File: config.mk
export PLATFORM = sky130hd
export DESIGN_NAME = sddr_write_level_seq_flat
export DESIGN_NICKNAME = d
export VERILOG_FILES = /design/src/rtl/sddr_pkg.sv /design/src/rtl/sddr_write_level_seq_if.sv /design/src/rtl/sddr_wait_timer.sv /design/src/rtl/sddr_write_level_seq.sv /design/src/flat_wrapper.sv
export SDC_FILE = /design/constraint.sdc
export NUM_CORES = 1
export LEC_CHECK = 0
export CAP_MARGIN = 20
export CELL_PAD_IN_SITES_DETAIL_PLACEMENT = 1
export CELL_PAD_IN_SITES_GLOBAL_PLACEMENT = 1
export CORE_ASPECT_RATIO = 0.9
export CORE_UTILIZATION = 40
export CTS_CLUSTER_DIAMETER = 60
export CTS_CLUSTER_SIZE = 25
export DETAILED_ROUTE_END_ITERATION = 16
export PLACE_DENSITY_LB_ADDON = 0.1
export SYNTH_ARGS = -nofsm -noshare
export SYNTH_HDL_FRONTEND = slang
export SYNTH_SLANG_ARGS = --single-unit
File: constraint.sdc
create_clock -name in_ddr_clock_i -period 4.5 [get_ports in_ddr_clock_i]
set_clock_uncertainty 0.15 [all_clocks]
set_input_delay 0.675 -clock in_ddr_clock_i [delete_from_list [all_inputs] [get_ports in_ddr_clock_i]]
set_output_delay 0.675 -clock in_ddr_clock_i [all_outputs]
set_load 0.005 [all_outputs]
File: src/rtl/sddr_pkg.sv
// sddr_pkg: shared types and constants for the DDR3 write-leveling sequencer.
//   cmd_e        command kinds driven on the PHY command bus
//   state_e      sequencer states
//   cmd_pins_t   cs_n/ras_n/cas_n/we_n pin bundle
//   encode_cmd   command kind -> pin levels
//   wait_load    timer load value for a wait that lasts a given number of cycles
package sddr_pkg;

    typedef enum logic [1:0] {
        CMD_NOP,
        CMD_MRS,
        CMD_DESELECT
    } cmd_e;

    typedef enum logic [3:0] {
        ST_IDLE,
        ST_MRS_ON,
        ST_WAIT_MOD_ON,
        ST_ODT_ON,
        ST_WAIT_DQSEN,
        ST_PULSE,
        ST_WAIT_WLO,
        ST_EVAL,
        ST_INC,
        ST_SETTLE,
        ST_MRS_OFF,
        ST_WAIT_MOD_OFF
    } state_e;

    // MR1 bit that enables write-leveling mode, and the bank that selects MR1
    localparam int MR1_WL_BIT = 7;
    localparam int MR1_BANK   = 1;

    typedef struct packed {
        logic cs_n;
        logic ras_n;
        logic cas_n;
        logic we_n;
    } cmd_pins_t;

    function automatic cmd_pins_t encode_cmd(cmd_e cmd);
        cmd_pins_t pins;
        case (cmd)
            CMD_NOP: pins = 4'b0111;
            CMD_MRS: pins = 4'b0000;
            default: pins = 4'b1111;
        endcase
        return pins;
    endfunction

    // The timer is loaded on state entry and the state leaves when it reads
    // zero, so a load of N keeps the state for N+1 cycles.
    function automatic int unsigned wait_load(int unsigned cycles);
        return (cycles > 1) ? cycles - 1 : 0;
    endfunction

endpackage

File: src/rtl/sddr_write_level_seq_if.sv
// sddr_write_level_seq_if: control/status and PHY command bundle of the
// write-leveling sequencer.
//   master : the sequencer (drives status and PHY command/delay signals)
//   slave  : the surrounding init logic and PHY
interface sddr_write_level_seq_if #(
    parameter int BANK_BITS = 3,
    parameter int ADDR_BITS = 14,
    parameter int LANES     = 2,
    parameter int TAP_BITS  = 6
);
    logic                      start_i;
    logic [ADDR_BITS-1:0]      mr1_value_i;
    logic [LANES-1:0]          wl_feedback_i;
    logic                      busy_o;
    logic                      done_o;
    logic                      error_o;
    logic [LANES*TAP_BITS-1:0] tap_count_o;
    logic                      ctl_cs_n_o;
    logic                      ctl_ras_n_o;
    logic                      ctl_cas_n_o;
    logic                      ctl_we_n_o;
    logic [BANK_BITS-1:0]      ctl_ba_o;
    logic [ADDR_BITS-1:0]      ctl_addr_o;
    logic                      ctl_odt_o;
    logic                      ctl_write_level_o;
    logic                      ctl_out_dqs_o;
    logic [LANES-1:0]          ctl_delay_inc_o;

    modport master (
        input  start_i, mr1_value_i, wl_feedback_i,
        output busy_o, done_o, error_o, tap_count_o,
               ctl_cs_n_o, ctl_ras_n_o, ctl_cas_n_o, ctl_we_n_o,
               ctl_ba_o, ctl_addr_o, ctl_odt_o, ctl_write_level_o,
               ctl_out_dqs_o, ctl_delay_inc_o
    );

    modport slave (
        output start_i, mr1_value_i, wl_feedback_i,
        input  busy_o, done_o, error_o, tap_count_o,
               ctl_cs_n_o, ctl_ras_n_o, ctl_cas_n_o, ctl_we_n_o,
               ctl_ba_o, ctl_addr_o, ctl_odt_o, ctl_write_level_o,
               ctl_out_dqs_o, ctl_delay_inc_o
    );
endinterface

File: src/rtl/sddr_wait_timer.sv
// sddr_wait_timer: loadable down-counter that stops at zero.
//   clk, rst    clock and synchronous active-high reset
//   load        load load_value this cycle (takes priority over counting)
//   load_value  new count
//   zero        count has reached zero
module sddr_wait_timer #(
    parameter int WIDTH = 5
) (
    input  logic             clk,
    input  logic             rst,
    input  logic             load,
    input  logic [WIDTH-1:0] load_value,
    output logic             zero
);
    logic [WIDTH-1:0] count;

    // Count down to zero and hold there until the next load
    always_ff @(posedge clk) begin
        if (rst) begin
            count <= '0;
        end else if (load) begin
            count <= load_value;
        end else if (count != '0) begin
            count <= count - 1'b1;
        end
    end

    assign zero = (count == '0);
endmodule

File: src/rtl/sddr_write_level_seq.sv
// sddr_write_level_seq: DDR3 write-leveling sequencer.
// Enters MR1 write-level mode, enables ODT, pulses DQS and steps each byte
// lane's DQS delay until its feedback shows a 0->1 transition, then leaves
// write-level mode and reports done or error. All PHY outputs are registered.
//   in_ddr_clock_i  controller clock
//   in_reset_i      synchronous active-high reset
//   bus             control/status and PHY command/delay signals (master side)
module sddr_write_level_seq
    import sddr_pkg::*;
#(
    parameter int BANK_BITS = 3,
    parameter int ADDR_BITS = 14,
    parameter int LANES     = 2,
    parameter int T_MOD     = 12,
    parameter int T_WLDQSEN = 25,
    parameter int T_WLO     = 8,
    parameter int T_SETTLE  = 4,
    parameter int MAX_TAPS  = 32
) (
    input  logic                   in_ddr_clock_i,
    input  logic                   in_reset_i,
    sddr_write_level_seq_if.master bus
);
    localparam int TAP_BITS   = $clog2(MAX_TAPS + 1);
    localparam int T_MAX_A    = (T_MOD > T_WLDQSEN) ? T_MOD : T_WLDQSEN;
    localparam int T_MAX_B    = (T_WLO > T_SETTLE) ? T_WLO : T_SETTLE;
    localparam int T_MAX      = (T_MAX_A > T_MAX_B) ? T_MAX_A : T_MAX_B;
    localparam int TIMER_BITS = $clog2(T_MAX + 1);

    state_e                state, state_next;
    logic [ADDR_BITS-1:0]  mr1_q, mr1_d;
    logic [LANES-1:0]      found_q, found_d, seen_q, seen_d, req_q, req_d;
    logic [TAP_BITS-1:0]   taps_q [LANES];
    logic [TAP_BITS-1:0]   taps_d [LANES];
    logic                  fail_q, fail_d, at_limit;
    logic                  timer_zero;
    logic [TIMER_BITS-1:0] timer_value;
    logic [ADDR_BITS-1:0]  mrs_addr;

    cmd_pins_t             cmd_q, cmd_d;
    logic [BANK_BITS-1:0]  ba_q, ba_d;
    logic [ADDR_BITS-1:0]  addr_q, addr_d;
    logic                  odt_q, odt_d, dqs_q, dqs_d;
    logic                  busy_q, busy_d, done_q, done_d, error_q, error_d;
    logic [LANES-1:0]      inc_q, inc_d;
    logic [LANES*TAP_BITS-1:0] tap_flat;

    // The wait timer is reloaded whenever the state changes
    sddr_wait_timer #(.WIDTH(TIMER_BITS)) u_timer (
        .clk        (in_ddr_clock_i),
        .rst        (in_reset_i),
        .load       (state_next != state),
        .load_value (timer_value),
        .zero       (timer_zero)
    );

    // Load value for the state about to be entered. The DQSEN wait is one
    // cycle short so that the registered DQS pulse lands exactly T_WLDQSEN
    // cycles after the registered ODT rise.
    always_comb begin
        timer_value = '0;
        case (state_next)
            ST_WAIT_MOD_ON, ST_WAIT_MOD_OFF: timer_value = TIMER_BITS'(wait_load(T_MOD));
            ST_WAIT_DQSEN:                   timer_value = TIMER_BITS'(wait_load(T_WLDQSEN - 1));
            ST_WAIT_WLO:                     timer_value = TIMER_BITS'(wait_load(T_WLO));
            ST_SETTLE:                       timer_value = TIMER_BITS'(wait_load(T_SETTLE));
            default:                         timer_value = '0;
        endcase
    end

    // Next state plus per-lane leveling bookkeeping. A lane only locks on a
    // 1 that follows a 0 it has already seen, so a lane that starts out
    // reading 1 keeps stepping instead of locking at tap 0.
    always_comb begin
        state_next = state;
        mr1_d      = mr1_q;
        found_d    = found_q;
        seen_d     = seen_q;
        req_d      = req_q;
        taps_d     = taps_q;
        fail_d     = fail_q;
        at_limit   = 1'b0;
        case (state)
            ST_IDLE: begin
                if (bus.start_i) begin
                    state_next = ST_MRS_ON;
                    mr1_d      = bus.mr1_value_i;
                    found_d    = '0;
                    seen_d     = '0;
                    req_d      = '0;
                    fail_d     = 1'b0;
                    for (int l = 0; l < LANES; l++) taps_d[l] = '0;
                end
            end
            ST_MRS_ON:      state_next = ST_WAIT_MOD_ON;
            ST_WAIT_MOD_ON: if (timer_zero) state_next = ST_ODT_ON;
            ST_ODT_ON:      state_next = ST_WAIT_DQSEN;
            ST_WAIT_DQSEN:  if (timer_zero) state_next = ST_PULSE;
            ST_PULSE:       state_next = ST_WAIT_WLO;
            ST_WAIT_WLO:    if (timer_zero) state_next = ST_EVAL;
            ST_EVAL: begin
                for (int l = 0; l < LANES; l++) begin
                    req_d[l] = 1'b0;
                    if (!found_q[l]) begin
                        if (!bus.wl_feedback_i[l]) begin
                            seen_d[l] = 1'b1;
                            req_d[l]  = 1'b1;
                        end else if (seen_q[l]) begin
                            found_d[l] = 1'b1;
                        end else begin
                            req_d[l] = 1'b1;
                        end
                        if (req_d[l] && taps_q[l] == TAP_BITS'(MAX_TAPS - 1)) at_limit = 1'b1;
                    end
                end
                if (&found_d) begin
                    state_next = ST_MRS_OFF;
                end else if (at_limit) begin
                    fail_d     = 1'b1;
                    state_next = ST_MRS_OFF;
                end else begin
                    state_next = ST_INC;
                end
            end
            ST_INC: begin
                for (int l = 0; l < LANES; l++) begin
                    if (req_q[l]) taps_d[l] = taps_q[l] + 1'b1;
                end
                state_next = ST_SETTLE;
            end
            ST_SETTLE:       if (timer_zero) state_next = ST_PULSE;
            ST_MRS_OFF:      state_next = ST_WAIT_MOD_OFF;
            ST_WAIT_MOD_OFF: if (timer_zero) state_next = ST_IDLE;
            default:         state_next = ST_IDLE;
        endcase
    end

    // Values for the registered PHY/status outputs, derived from the current
    // state so each command occupies exactly one cycle on the bus.
    always_comb begin
        mrs_addr = mr1_q;
        mrs_addr[MR1_WL_BIT] = (state == ST_MRS_ON);
        cmd_d   = encode_cmd(CMD_NOP);
        ba_d    = '0;
        addr_d  = '0;
        case (state)
            ST_IDLE: cmd_d = encode_cmd(CMD_DESELECT);
            ST_MRS_ON, ST_MRS_OFF: begin
                cmd_d  = encode_cmd(CMD_MRS);
                ba_d   = BANK_BITS'(MR1_BANK);
                addr_d = mrs_addr;
            end
            default: cmd_d = encode_cmd(CMD_NOP);
        endcase
        odt_d   = (state inside {ST_ODT_ON, ST_WAIT_DQSEN, ST_PULSE, ST_WAIT_WLO,
                                 ST_EVAL, ST_INC, ST_SETTLE});
        dqs_d   = (state == ST_PULSE);
        inc_d   = (state == ST_INC) ? req_q : '0;
        busy_d  = (state_next != ST_IDLE);
        done_d  = (state == ST_WAIT_MOD_OFF) && timer_zero && !fail_q;
        error_d = (state == ST_WAIT_MOD_OFF) && timer_zero && fail_q;
    end

    // State, bookkeeping and output registers; reset releases the bus at once
    always_ff @(posedge in_ddr_clock_i) begin
        if (in_reset_i) begin
            state   <= ST_IDLE;
            mr1_q   <= '0;
            found_q <= '0;
            seen_q  <= '0;
            req_q   <= '0;
            fail_q  <= 1'b0;
            for (int l = 0; l < LANES; l++) taps_q[l] <= '0;
            cmd_q   <= encode_cmd(CMD_DESELECT);
            ba_q    <= '0;
            addr_q  <= '0;
            odt_q   <= 1'b0;
            dqs_q   <= 1'b0;
            inc_q   <= '0;
            busy_q  <= 1'b0;
            done_q  <= 1'b0;
            error_q <= 1'b0;
        end else begin
            state   <= state_next;
            mr1_q   <= mr1_d;
            found_q <= found_d;
            seen_q  <= seen_d;
            req_q   <= req_d;
            fail_q  <= fail_d;
            taps_q  <= taps_d;
            cmd_q   <= cmd_d;
            ba_q    <= ba_d;
            addr_q  <= addr_d;
            odt_q   <= odt_d;
            dqs_q   <= dqs_d;
            inc_q   <= inc_d;
            busy_q  <= busy_d;
            done_q  <= done_d;
            error_q <= error_d;
        end
    end

    // Pack the per-lane tap counters, lane 0 in the low bits
    always_comb begin
        tap_flat = '0;
        for (int l = 0; l < LANES; l++) tap_flat[l*TAP_BITS +: TAP_BITS] = taps_q[l];
    end

    assign bus.ctl_cs_n_o        = cmd_q.cs_n;
    assign bus.ctl_ras_n_o       = cmd_q.ras_n;
    assign bus.ctl_cas_n_o       = cmd_q.cas_n;
    assign bus.ctl_we_n_o        = cmd_q.we_n;
    assign bus.ctl_ba_o          = ba_q;
    assign bus.ctl_addr_o        = addr_q;
    assign bus.ctl_odt_o         = odt_q;
    assign bus.ctl_write_level_o = odt_q;
    assign bus.ctl_out_dqs_o     = dqs_q;
    assign bus.ctl_delay_inc_o   = inc_q;
    assign bus.busy_o            = busy_q;
    assign bus.done_o            = done_q;
    assign bus.error_o           = error_q;
    assign bus.tap_count_o       = tap_flat;
endmodule

File: src/flat_wrapper.sv
// flat-port wrapper written by rule: the top's interface ports become plain ports
module sddr_write_level_seq_flat import sddr_pkg::*;
#(
    parameter int BANK_BITS = 3,
    parameter int ADDR_BITS = 14,
    parameter int LANES     = 2,
    parameter int T_MOD     = 12,
    parameter int T_WLDQSEN = 25,
    parameter int T_WLO     = 8,
    parameter int T_SETTLE  = 4,
    parameter int MAX_TAPS  = 32
)
  (in_ddr_clock_i, in_reset_i, bus_start_i, bus_mr1_value_i, bus_wl_feedback_i, bus_busy_o, bus_done_o, bus_error_o, bus_tap_count_o, bus_ctl_cs_n_o, bus_ctl_ras_n_o, bus_ctl_cas_n_o, bus_ctl_we_n_o, bus_ctl_ba_o, bus_ctl_addr_o, bus_ctl_odt_o, bus_ctl_write_level_o, bus_ctl_out_dqs_o, bus_ctl_delay_inc_o);
  sddr_write_level_seq_if #(.BANK_BITS(BANK_BITS), .ADDR_BITS(ADDR_BITS), .LANES(LANES), .TAP_BITS((6))) bus_i ();
  input  logic in_ddr_clock_i;
  input  logic in_reset_i;
  input wire logic [$bits(bus_i.start_i)-1:0] bus_start_i;
  input wire logic [$bits(bus_i.mr1_value_i)-1:0] bus_mr1_value_i;
  input wire logic [$bits(bus_i.wl_feedback_i)-1:0] bus_wl_feedback_i;
  output wire logic [$bits(bus_i.busy_o)-1:0] bus_busy_o;
  output wire logic [$bits(bus_i.done_o)-1:0] bus_done_o;
  output wire logic [$bits(bus_i.error_o)-1:0] bus_error_o;
  output wire logic [$bits(bus_i.tap_count_o)-1:0] bus_tap_count_o;
  output wire logic [$bits(bus_i.ctl_cs_n_o)-1:0] bus_ctl_cs_n_o;
  output wire logic [$bits(bus_i.ctl_ras_n_o)-1:0] bus_ctl_ras_n_o;
  output wire logic [$bits(bus_i.ctl_cas_n_o)-1:0] bus_ctl_cas_n_o;
  output wire logic [$bits(bus_i.ctl_we_n_o)-1:0] bus_ctl_we_n_o;
  output wire logic [$bits(bus_i.ctl_ba_o)-1:0] bus_ctl_ba_o;
  output wire logic [$bits(bus_i.ctl_addr_o)-1:0] bus_ctl_addr_o;
  output wire logic [$bits(bus_i.ctl_odt_o)-1:0] bus_ctl_odt_o;
  output wire logic [$bits(bus_i.ctl_write_level_o)-1:0] bus_ctl_write_level_o;
  output wire logic [$bits(bus_i.ctl_out_dqs_o)-1:0] bus_ctl_out_dqs_o;
  output wire logic [$bits(bus_i.ctl_delay_inc_o)-1:0] bus_ctl_delay_inc_o;
  assign bus_i.start_i = bus_start_i;
  assign bus_i.mr1_value_i = bus_mr1_value_i;
  assign bus_i.wl_feedback_i = bus_wl_feedback_i;
  assign bus_busy_o = bus_i.busy_o;
  assign bus_done_o = bus_i.done_o;
  assign bus_error_o = bus_i.error_o;
  assign bus_tap_count_o = bus_i.tap_count_o;
  assign bus_ctl_cs_n_o = bus_i.ctl_cs_n_o;
  assign bus_ctl_ras_n_o = bus_i.ctl_ras_n_o;
  assign bus_ctl_cas_n_o = bus_i.ctl_cas_n_o;
  assign bus_ctl_we_n_o = bus_i.ctl_we_n_o;
  assign bus_ctl_ba_o = bus_i.ctl_ba_o;
  assign bus_ctl_addr_o = bus_i.ctl_addr_o;
  assign bus_ctl_odt_o = bus_i.ctl_odt_o;
  assign bus_ctl_write_level_o = bus_i.ctl_write_level_o;
  assign bus_ctl_out_dqs_o = bus_i.ctl_out_dqs_o;
  assign bus_ctl_delay_inc_o = bus_i.ctl_delay_inc_o;
  sddr_write_level_seq #(.BANK_BITS(BANK_BITS), .ADDR_BITS(ADDR_BITS), .LANES(LANES), .T_MOD(T_MOD), .T_WLDQSEN(T_WLDQSEN), .T_WLO(T_WLO), .T_SETTLE(T_SETTLE), .MAX_TAPS(MAX_TAPS)) u_core (.in_ddr_clock_i(in_ddr_clock_i), .in_reset_i(in_reset_i), .bus(bus_i));
endmodule
==> qor.yml, run 1 <==
timing:
  worst_slew_pin_slew_ns: 0.826
  setup_viol: 0
  slew_violations: 0
  period_share_pct: 57.3
  finalCriticalPeriod_ns: 2.58
  fin_hold_ws_ns: 0.301
  slew_headroom_pct: 44.8
  finalSetupTns_ns: 0
  rsz0062_at_grt: "false"
  hold_violations: 0
  worst_slack_ns: 1.92
  clock.fmax_ghz: 0.388
setup_path:
  path_cells: "nor2_1 -> nand3_1 -> nand2b_1 -> nor2_1"
  cp_slowest_cell: "nand2b_1"
  cp.required_ns: 4.55
  crit_path_start_kind: "flip-flop"
  crit_path_frequent_cell: "nor2_1"
  critPathCaptureType: "flip-flop"
  cp_data_arrival_time_ns: 2.63
  crit_type: "reg2reg"
  path_max_fanout: 17
  max_stage_delay_ns: 0.70
place:
  gp_congestion: 0.723
  place_inst: 434
  post-dp-hpwl_um: 4560
  dpl_worst_slack_ns: 1.56
  dpl-instance-area_um2: 3240
  portBuffers: 56
routing:
  vias: 2278
  drt.antenna.violating_nets: 0
  route.detailed.drc: 0
  wire_per_inst_um: 14.7
  drt_wl_total_um: 6610
  dr.pass1.iters: 4
  drtIter0Drc: 68
  viasPerCell: 5.06
floorplanning:
  rows: 28
  die_h_um: 80.0
  core_region_area_um2: 6550
  start_util_pct: 41.3
  dieArea_um2: 7090
  die_w_um: 88.6
  pin_count: 60
clock_network:
  holdBufCountCts: 0
  cts_root_buf: "clkbuf_8"
  cts_resized: 0
  clkLatencyLatePin_ns: 0.34
  clk_path_buf_depth: 2
  postCtsSetupRepairBufs: 0
  cts_max_level: 3
  cts_sinks: 65
  cts_tree: "yes"
  clk_pin_slew_ns: 0.07
  cts_made_buffers: 9
power:
  seqPwrFrac_pct: 46.5
  p_comb_share_pct: 21.8
  power.switching_mw: 0.441
  p_leak_nw: 1.26
  p_int_mw: 0.975
  p_sw_share_pct: 31.1
  p_clk_share_pct: 31.7
  power_density_nw_per_um2: 413
  peakVddDrop_uv: 224
logic_synthesis:
  yosysSeqAreaShare_pct: 48.1
  synth_area_um2: 2700
  syn_area_per_cell_um2: 8.72
  ys_types: 47
  postSynthCellCount: 310
  synth_edf_count: 0
  synth_top_area_share_pct: 48.1
  synth_most_common_cell: "dfxtp_1"
  synth.top_cells.by_count: "dfxtp_1 (65), nand2_1 (43), nor2_1 (35)"
  synth-main-ff-cell: "dfxtp_1"
  synth.area.top_cells: "dfxtp_1 (48%), nand2_1 (6.0%), a21oi_1 (5.2%)"
  synth.largest_area_cell: "dfxtp_1"
  ys_ff_latch: 65
  synth_warnings: 0
  async_flop_share_pct: 0
cells_and_area:
  fin_area_um2: 3430
  drive_above_1_share_pct: 6.39
  nets: 378
  area_growth_pct: 26.8
  finalNonFillerCells: 450
  insertedDiodeCount: 0
global_route:
  gr-max-usage-layer: "met2"
  met2_usage_pct: 35.2
  first_global_vias: 2287
  grt_first_pass_wirelength_um: 11000
  grt_max_degree: 23
  met1_usage_pct: 24.9
  antenna_found_initial: 0
  met3_usage_pct: 5.69
  grt.total_usage_pct: 20.7
  grt_overflow: 0
hold_path:
  hold_class: "reg2reg"
flow_run:
  drv_cap: 0
status:
  status: "complete, no violations"
==> through the flow <==
stage | power [mW] | util (%)
after floorplan | 0.896 | -
after global placement | 0.967 | 49.5
after detailed placement | 0.979 | 49.5
after CTS | 1.43 | 52.3
after global routing | 1.50 | 52.3
final | 1.42 | 52.3
==> state kept, by name (all words and copies together) (netlist names) <==
register                    count
u_core.bus.ctl_addr_o          14
u_core.mr1_q                   13
u_core.bus.tap_count_o         12
u_core.u_timer.count            5
u_core.state                    4
u_core.bus.ctl_delay_inc_o      2
u_core.found_q                  2
u_core.req_q                    2
u_core.seen_q                   2
u_core.bus.busy_o               1
u_core.bus.ctl_ba_o             1
u_core.bus.ctl_cas_n_o          1
u_core.bus.ctl_cs_n_o           1
u_core.bus.ctl_odt_o            1
u_core.bus.ctl_out_dqs_o        1
u_core.bus.done_o               1
u_core.bus.error_o              1
u_core.fail_q                   1
==> cells by family after synthesis <==
kind of cell | after synthesis | share of synthesized area [%]
simple gates | 129 | 23.4
fa+ha+maj | 4 | 1.85
compound gates | 69 | 16.5
other cells | 1 | 0.139
buf+inv | 30 | 6.11
xor+xnor | 12 | 3.89
flops | 65 | 48.1
==> metal layers <==
metal | up-vias | wire length (µm)
li1 | 1146 | -
met1 | 1083 | 3100
met2 | 42 | 3210
met3 | 7 | 221
met4 | 0 | 81
met5 | - | 0
==> final timing paths <==
kind | startpoint | to | slack, ns | cells after the start
setup / recovery | u_core.state[0] | u_core.fail_q | 1.92 | 4
hold / removal | u_core.mr1_q[8] | u_core.mr1_q[8] | 0.30 | 2
setup reg to reg | u_core.state[0] | u_core.fail_q | 1.92 | 4
hold reg to reg | u_core.mr1_q[8] | u_core.mr1_q[8] | 0.30 | 2
==> layout by cell type, fill, tap and decap left out, types with 2 or more instances in the layout <==
master | netlist | final
dfxtp_1 | 65 | 65
clkdlybuf4s50_1 | 0 | 56
nand2_1 | 43 | 43
nor2_1 | 35 | 35
a21oi_1 | 28 | 28
and2_1 | 15 | 15
clkbuf_8 | 0 | 11
xor2_1 | 8 | 8
o21ai_0 | 8 | 8
nand3_1 | 7 | 7
inv_1 | 6 | 6
nor2b_1 | 6 | 6
nor3_1 | 6 | 6
and3_1 | 4 | 4
xnor2_1 | 4 | 4
a22oi_1 | 4 | 4
o2111ai_1 | 4 | 4
ha_1 | 4 | 4
a32oi_1 | 3 | 3
a31oi_1 | 3 | 3
clkinv_2 | 0 | 3
nor4_1 | 2 | 2
o21ai_1 | 2 | 2
o21bai_1 | 2 | 2
a21o_1 | 2 | 2
a221o_1 | 2 | 2
nand4_1 | 2 | 2
o22ai_1 | 2 | 2
a21boi_0 | 2 | 2
conb_1 | 1 | 2
clkinvlp_4 | 0 | 2
==> cell type report <==
cell class | instances | area, µm²
multi-input cells | 216 | 1240
clock buffers | 11 | 151
well taps | 90 | 113
clock inverters | 5 | 30.0
inverters | 6 | 22.5
repair buffers | 57 | 568
flip-flops and latches | 65 | 1300
fillers | 781 | 3130
==> worst max-delay path: cells and delay by family (launching register included) <==
family           cells  cell delay [ns]
and+or+nand+nor      4             1.80
DFF                  1             0.49
==> power groups by stage <==
stage                     sequential (mW)  combinational (mW)  clock (mW)
after detailed placement            0.671               0.308           0
after global routing                0.663               0.349       0.490
after global placement              0.668               0.299           0
after CTS                           0.658               0.313       0.463
after floorplan                     0.653               0.243           0
final                               0.658               0.309       0.449
Power figures use the tool's default switching activity.
==> run 2, diff against run 1 <==
- CORE_UTILIZATION: 40 -> 37
- clock period: 4.5 -> 2.6 ns (I/O delays scaled with it)
==> run 2 against run 1 <==
Non-clock buffer count is 11 higher. Clock-buffer cell count decreased by 1. Sequential power increased by 73%. Cell area up 4.7%. Core utilization decreased by 1.6 points. Flip-flop and latch count is the same. Critical path depth increased by 1. First-iteration DRC count grew 150%. Via count grew 3.3%. Sequential share of layout area is 1.7 points lower. Critical endpoint is now u_core.u_timer.count[1]. Highest routed layer unchanged.
==> qor.yml, run 2 (synthesis gave the netlist of run 1 again) <==
routing:
  drtIter0Drc: 168
  drt.antenna.violating_nets: 0
  vias: 2354
  wire_per_inst_um: 15.0
  drt_wl_total_um: 6950
  viasPerCell: 5.07
  route.detailed.drc: 0
  dr.pass1.iters: 4
cells_and_area:
  final_cell_mix: "dfxtp_1 (65), clkdlybuf4s50_1 (56), nand2_1 (43)"
  area_growth_pct: 32.8
  nets: 389
  insertedDiodeCount: 0
  largest_reg_flops: 14
  drive_above_1_share_pct: 8.89
  final_common_cell: "dfxtp_1"
floorplanning:
  dieArea_um2: 7650
  core_region_area_um2: 7080
  die_w_um: 92.1
  rows: 29
  pin_count: 60
  die_h_um: 83.1
  start_util_pct: 38.2
setup_path:
  cp.required_ns: 2.72
  crit_path_start_kind: "flip-flop"
  reg2regPathDepth: 5
  critPathCaptureType: "flip-flop"
  cp_data_arrival_time_ns: 2.31
  crit_type: "reg2reg"
  path_max_fanout: 16
global_route:
  grt.total_usage_pct: 19.7
  grt_overflow: 0
  grt_first_pass_wirelength_um: 11600
  grt_max_degree: 26
  antenna_found_initial: 0
  first_global_vias: 2401
clock_network:
  cts_tree: "yes"
  holdBufCountCts: 0
  cts_made_buffers: 9
  cts_root_buf: "clkbuf_8"
  cts_sinks: 65
  cts_resized: 0
  clk_pin_slew_ns: 0.07
  clk_path_buf_depth: 2
  postCtsSetupRepairBufs: 0
  clkLatencyLatePin_ns: 0.34
  cts_max_level: 3
power:
  p_leak_nw: 1.35
  power_density_nw_per_um2: 787
  peakVddDrop_uv: 434
status:
  status: "complete, no violations"
timing:
  hold_violations: 0
  rsz0062_at_grt: "false"
  slew_headroom_pct: 59.9
  setup_viol: 0
  slew_violations: 0
  worst_slew_pin_slew_ns: 0.601
  finalCriticalPeriod_ns: 2.19
  period_share_pct: 84.1
  finalSetupTns_ns: 0
  fin_hold_ws_ns: 0.303
  clock.fmax_ghz: 0.458
place:
  gp_congestion: 0.772
  portBuffers: 56
  post-dp-hpwl_um: 4700
hold_path:
  hold_depth: 2
  hold_class: "reg2reg"
flow_run:
  drv_cap: 0
run 2: cell types whose count changed in the layout (fill, tap and decap cells not counted):
cell,change
clkinvlp_4,-2
clkbuf_1,+1
clkinv_2,-1
buf_4,+11
bufinv_16,+4
clkbuf_8,-2
run 2: area by class of cell:
| class | count | area (µm²) |
|---|---|---|
| well taps | 93 | 116 |
| clock buffers | 10 | 128 |
| multi-input cells | 216 | 1240 |
| flip-flops and latches | 65 | 1300 |
| inverters | 6 | 22.5 |
| clock inverters | 6 | 130 |
| repair buffers | 68 | 651 |
| fillers | 825 | 3490 |
run 2: report_power, final:
part / switching [mW] / internal, mW / total, mW
sequential: 0.0745 / 1.06 / 1.14
combinational: 0.309 / 0.250 / 0.559
clock: 0.396 / 0.731 / 1.13
run 2: worst max-delay path, cell delays in order (launching register included):
cell	delay, ns
dfxtp_1	0.70
and4b_1	0.45
nand2_1	0.12
o22ai_1	0.30
o21ai_1	0.18
a22oi_1	0.20
run 2: final timing paths:
| check | start | endpoint | slack (ns) |
|---|---|---|---|
| worst max register to register | u_core.state[1] | u_core.u_timer.count[1] | 0.41 |
| worst min-delay path | u_core.mr1_q[10] | u_core.mr1_q[10] | 0.30 |
| worst max-delay path | u_core.state[1] | u_core.u_timer.count[1] | 0.41 |
| worst min register to register | u_core.mr1_q[10] | u_core.mr1_q[10] | 0.30 |
run 2: metrics by stage:
step                      power [mW]  worst slack [ns]  cell area, µm²  instances  util, %
after floorplan                 1.55             0.759            2710        311        -
after global placement          1.70             0.470            3330        448     47.1
after detailed placement        1.72             0.419            3330        448     47.1
after CTS                       2.85             0.450            3590        464     50.7
after global routing            2.97             0.279            3590        464     50.7
final                           2.82             0.414            3590        464     50.7
run 2: per-layer routing:
| metal | global-route usage [%] | share of wire, % | up-vias | wire [µm] |
|---|---|---|---|---|
| li1 | - | - | 1163 | - |
| met5 | 0 | 0 | - | 0 |
| met3 | 5.04 | 4.2 | 9 | 291 |
| met2 | 32.0 | 47 | 49 | 3250 |
| met4 | 7.81 | 1.4 | 0 | 99 |
| met1 | 25.0 | 48 | 1133 | 3300 |
==> run 3, diff against run 2 <==
- clock period: 2.6 -> 2.2 ns (I/O delays scaled with it)
==> run 3 against run 2 <==
Via count rose by 2.0%. Power rose by 20%. Combinational power rose by 27%. Sequential share of layout area fell by 0.60 points. Cell area rose by 1.7%. Setup slack got worse by 0.27 ns. Clock power rose by 19%. Critical path type unchanged. Wire length fell by 2.7%. Register-to-register slack got worse by 0.27 ns. Flip-flop and latch count did not move. Highest routed layer unchanged. Fmax rose by 6.3%. Worst hold slack got worse by 0.0054 ns. Largest power group is now clock.
==> qor.yml, run 3 (synthesis gave the netlist of run 1 again) <==
status:
  status: "complete, no violations"
setup_path:
  crit_type: "reg2reg"
  path_cells: "inv_1 -> ha_1 -> or4b_4 -> nand3_1 -> o311ai_1 -> o21ai_1 -> a22oi_1"
  path_max_fanout: 10
  cp.required_ns: 2.26
  cp_data_arrival_time_ns: 2.12
  max_stage_delay_ns: 0.56
  critPathCaptureType: "flip-flop"
  cp_slowest_cell: "or4b_4"
  crit_path_start_kind: "flip-flop"
floorplanning:
  dieArea_um2: 7650
  die_w_um: 92.1
  core_region_area_um2: 7080
  pin_count: 60
  die_h_um: 83.1
  rows: 29
  start_util_pct: 38.2
power:
  power_density_nw_per_um2: 928
  total_power_mw: 3.39
  p_leak_nw: 1.39
  peakVddDrop_uv: 452
timing:
  worst_slew_pin_slew_ns: 0.506
  finalSetupTns_ns: 0
  slew_violations: 0
  clock.fmax_ghz: 0.486
  slew_headroom_pct: 66.0
  finalCriticalPeriod_ns: 2.06
  period_share_pct: 93.5
  setup_viol: 0
  fin_hold_ws_ns: 0.298
  worst_slack_ns: 0.143
  hold_violations: 0
  rsz0062_at_grt: "false"
routing:
  drt_wl_total_um: 6760
  drt.antenna.violating_nets: 0
  viasPerCell: 5.10
  vias: 2401
  wire_per_inst_um: 14.3
  dr.pass1.iters: 4
  drtIter0Drc: 103
  route.detailed.drc: 0
clock_network:
  cts_resized: 0
  cts_sinks: 65
  postCtsSetupRepairBufs: 0
  cts_made_buffers: 9
  holdBufCountCts: 0
  cts_root_buf: "clkbuf_8"
  cts_tree: "yes"
  clkLatencyLatePin_ns: 0.34
  clk_path_buf_depth: 2
  cts_max_level: 3
  clk_pin_slew_ns: 0.08
place:
  portBuffers: 56
  gp_congestion: 0.777
  post-dp-hpwl_um: 4760
  dpl-instance-area_um2: 3380
  dpl_worst_slack_ns: 0.0681
  place_inst: 455
hold_path:
  hold_class: "reg2reg"
cells_and_area:
  drive_above_1_share_pct: 10.8
  final_common_cell: "dfxtp_1"
  finalNonFillerCells: 471
  nets: 396
  regArea_um2: 1300
  fill_cells: 834
  largest_reg_flops: 14
  insertedDiodeCount: 0
  fin_area_um2: 3650
  multiInputGateArea_um2: 1240
  area_growth_pct: 35.0
  final_cell_mix: "dfxtp_1 (65), clkdlybuf4s50_1 (56), nand2_1 (43)"
  post-route-util_pct: 51.6
global_route:
  antenna_found_initial: 0
  grt.total_usage_pct: 19.1
  grt_overflow: 0
  grt_first_pass_wirelength_um: 11400
  first_global_vias: 2357
  grt_max_degree: 16
flow_run:
  drv_cap: 0
-- run 3: path summary, 6_finish.rpt --
kind | startpoint | to | slack, ns | depth (start not counted)
worst min register to register | u_core.mr1_q[2] | u_core.bus.ctl_addr_o[2] | 0.30 | 1
worst max-delay path | u_core.u_timer.count[0] | u_core.u_timer.count[1] | 0.14 | 7
worst min-delay path | u_core.mr1_q[2] | u_core.bus.ctl_addr_o[2] | 0.30 | 1
worst max register to register | u_core.u_timer.count[0] | u_core.u_timer.count[1] | 0.14 | 7
-- run 3: final cells by class --
type / instances / share of cell area (%)
Sequential cell: 65 / 35.7
Multi-Input combinational cell: 216 / 34.0
Timing Repair Buffer: 75 / 19.3
Clock inverter: 7 / 3.88
Clock buffer: 9 / 3.40
Tap cell: 93 / 3.19
Inverter: 6 / 0.617
-- run 3: worst max-delay path: cells and delay by family (launching register included) --
| kind | cells | cell delay, ns |
|---|---|---|
| compound gates | 3 | 0.48 |
| fa+ha+maj | 1 | 0.17 |
| buf+inv | 1 | 0.11 |
| flops | 1 | 0.34 |
| simple gates | 2 | 0.68 |
-- run 3: metal layers --
metal / wire [µm] / share of wire [%] / global-route usage [%]
met1: 3310 / 49 / 25.0
met2: 3100 / 46 / 29.8
met3: 248 / 3.7 / 4.95
met4: 104 / 1.5 / 7.95
met5: 0 / 0 / 0
-- run 3: where the power goes --
group | leakage (nW) | switching, mW | internal [mW]
Clock | 0.130 | 0.482 | 0.870
Combinational | 0.729 | 0.388 | 0.320
Sequential | 0.528 | 0.0720 | 1.26
Total | 1.39 | 0.942 | 2.45
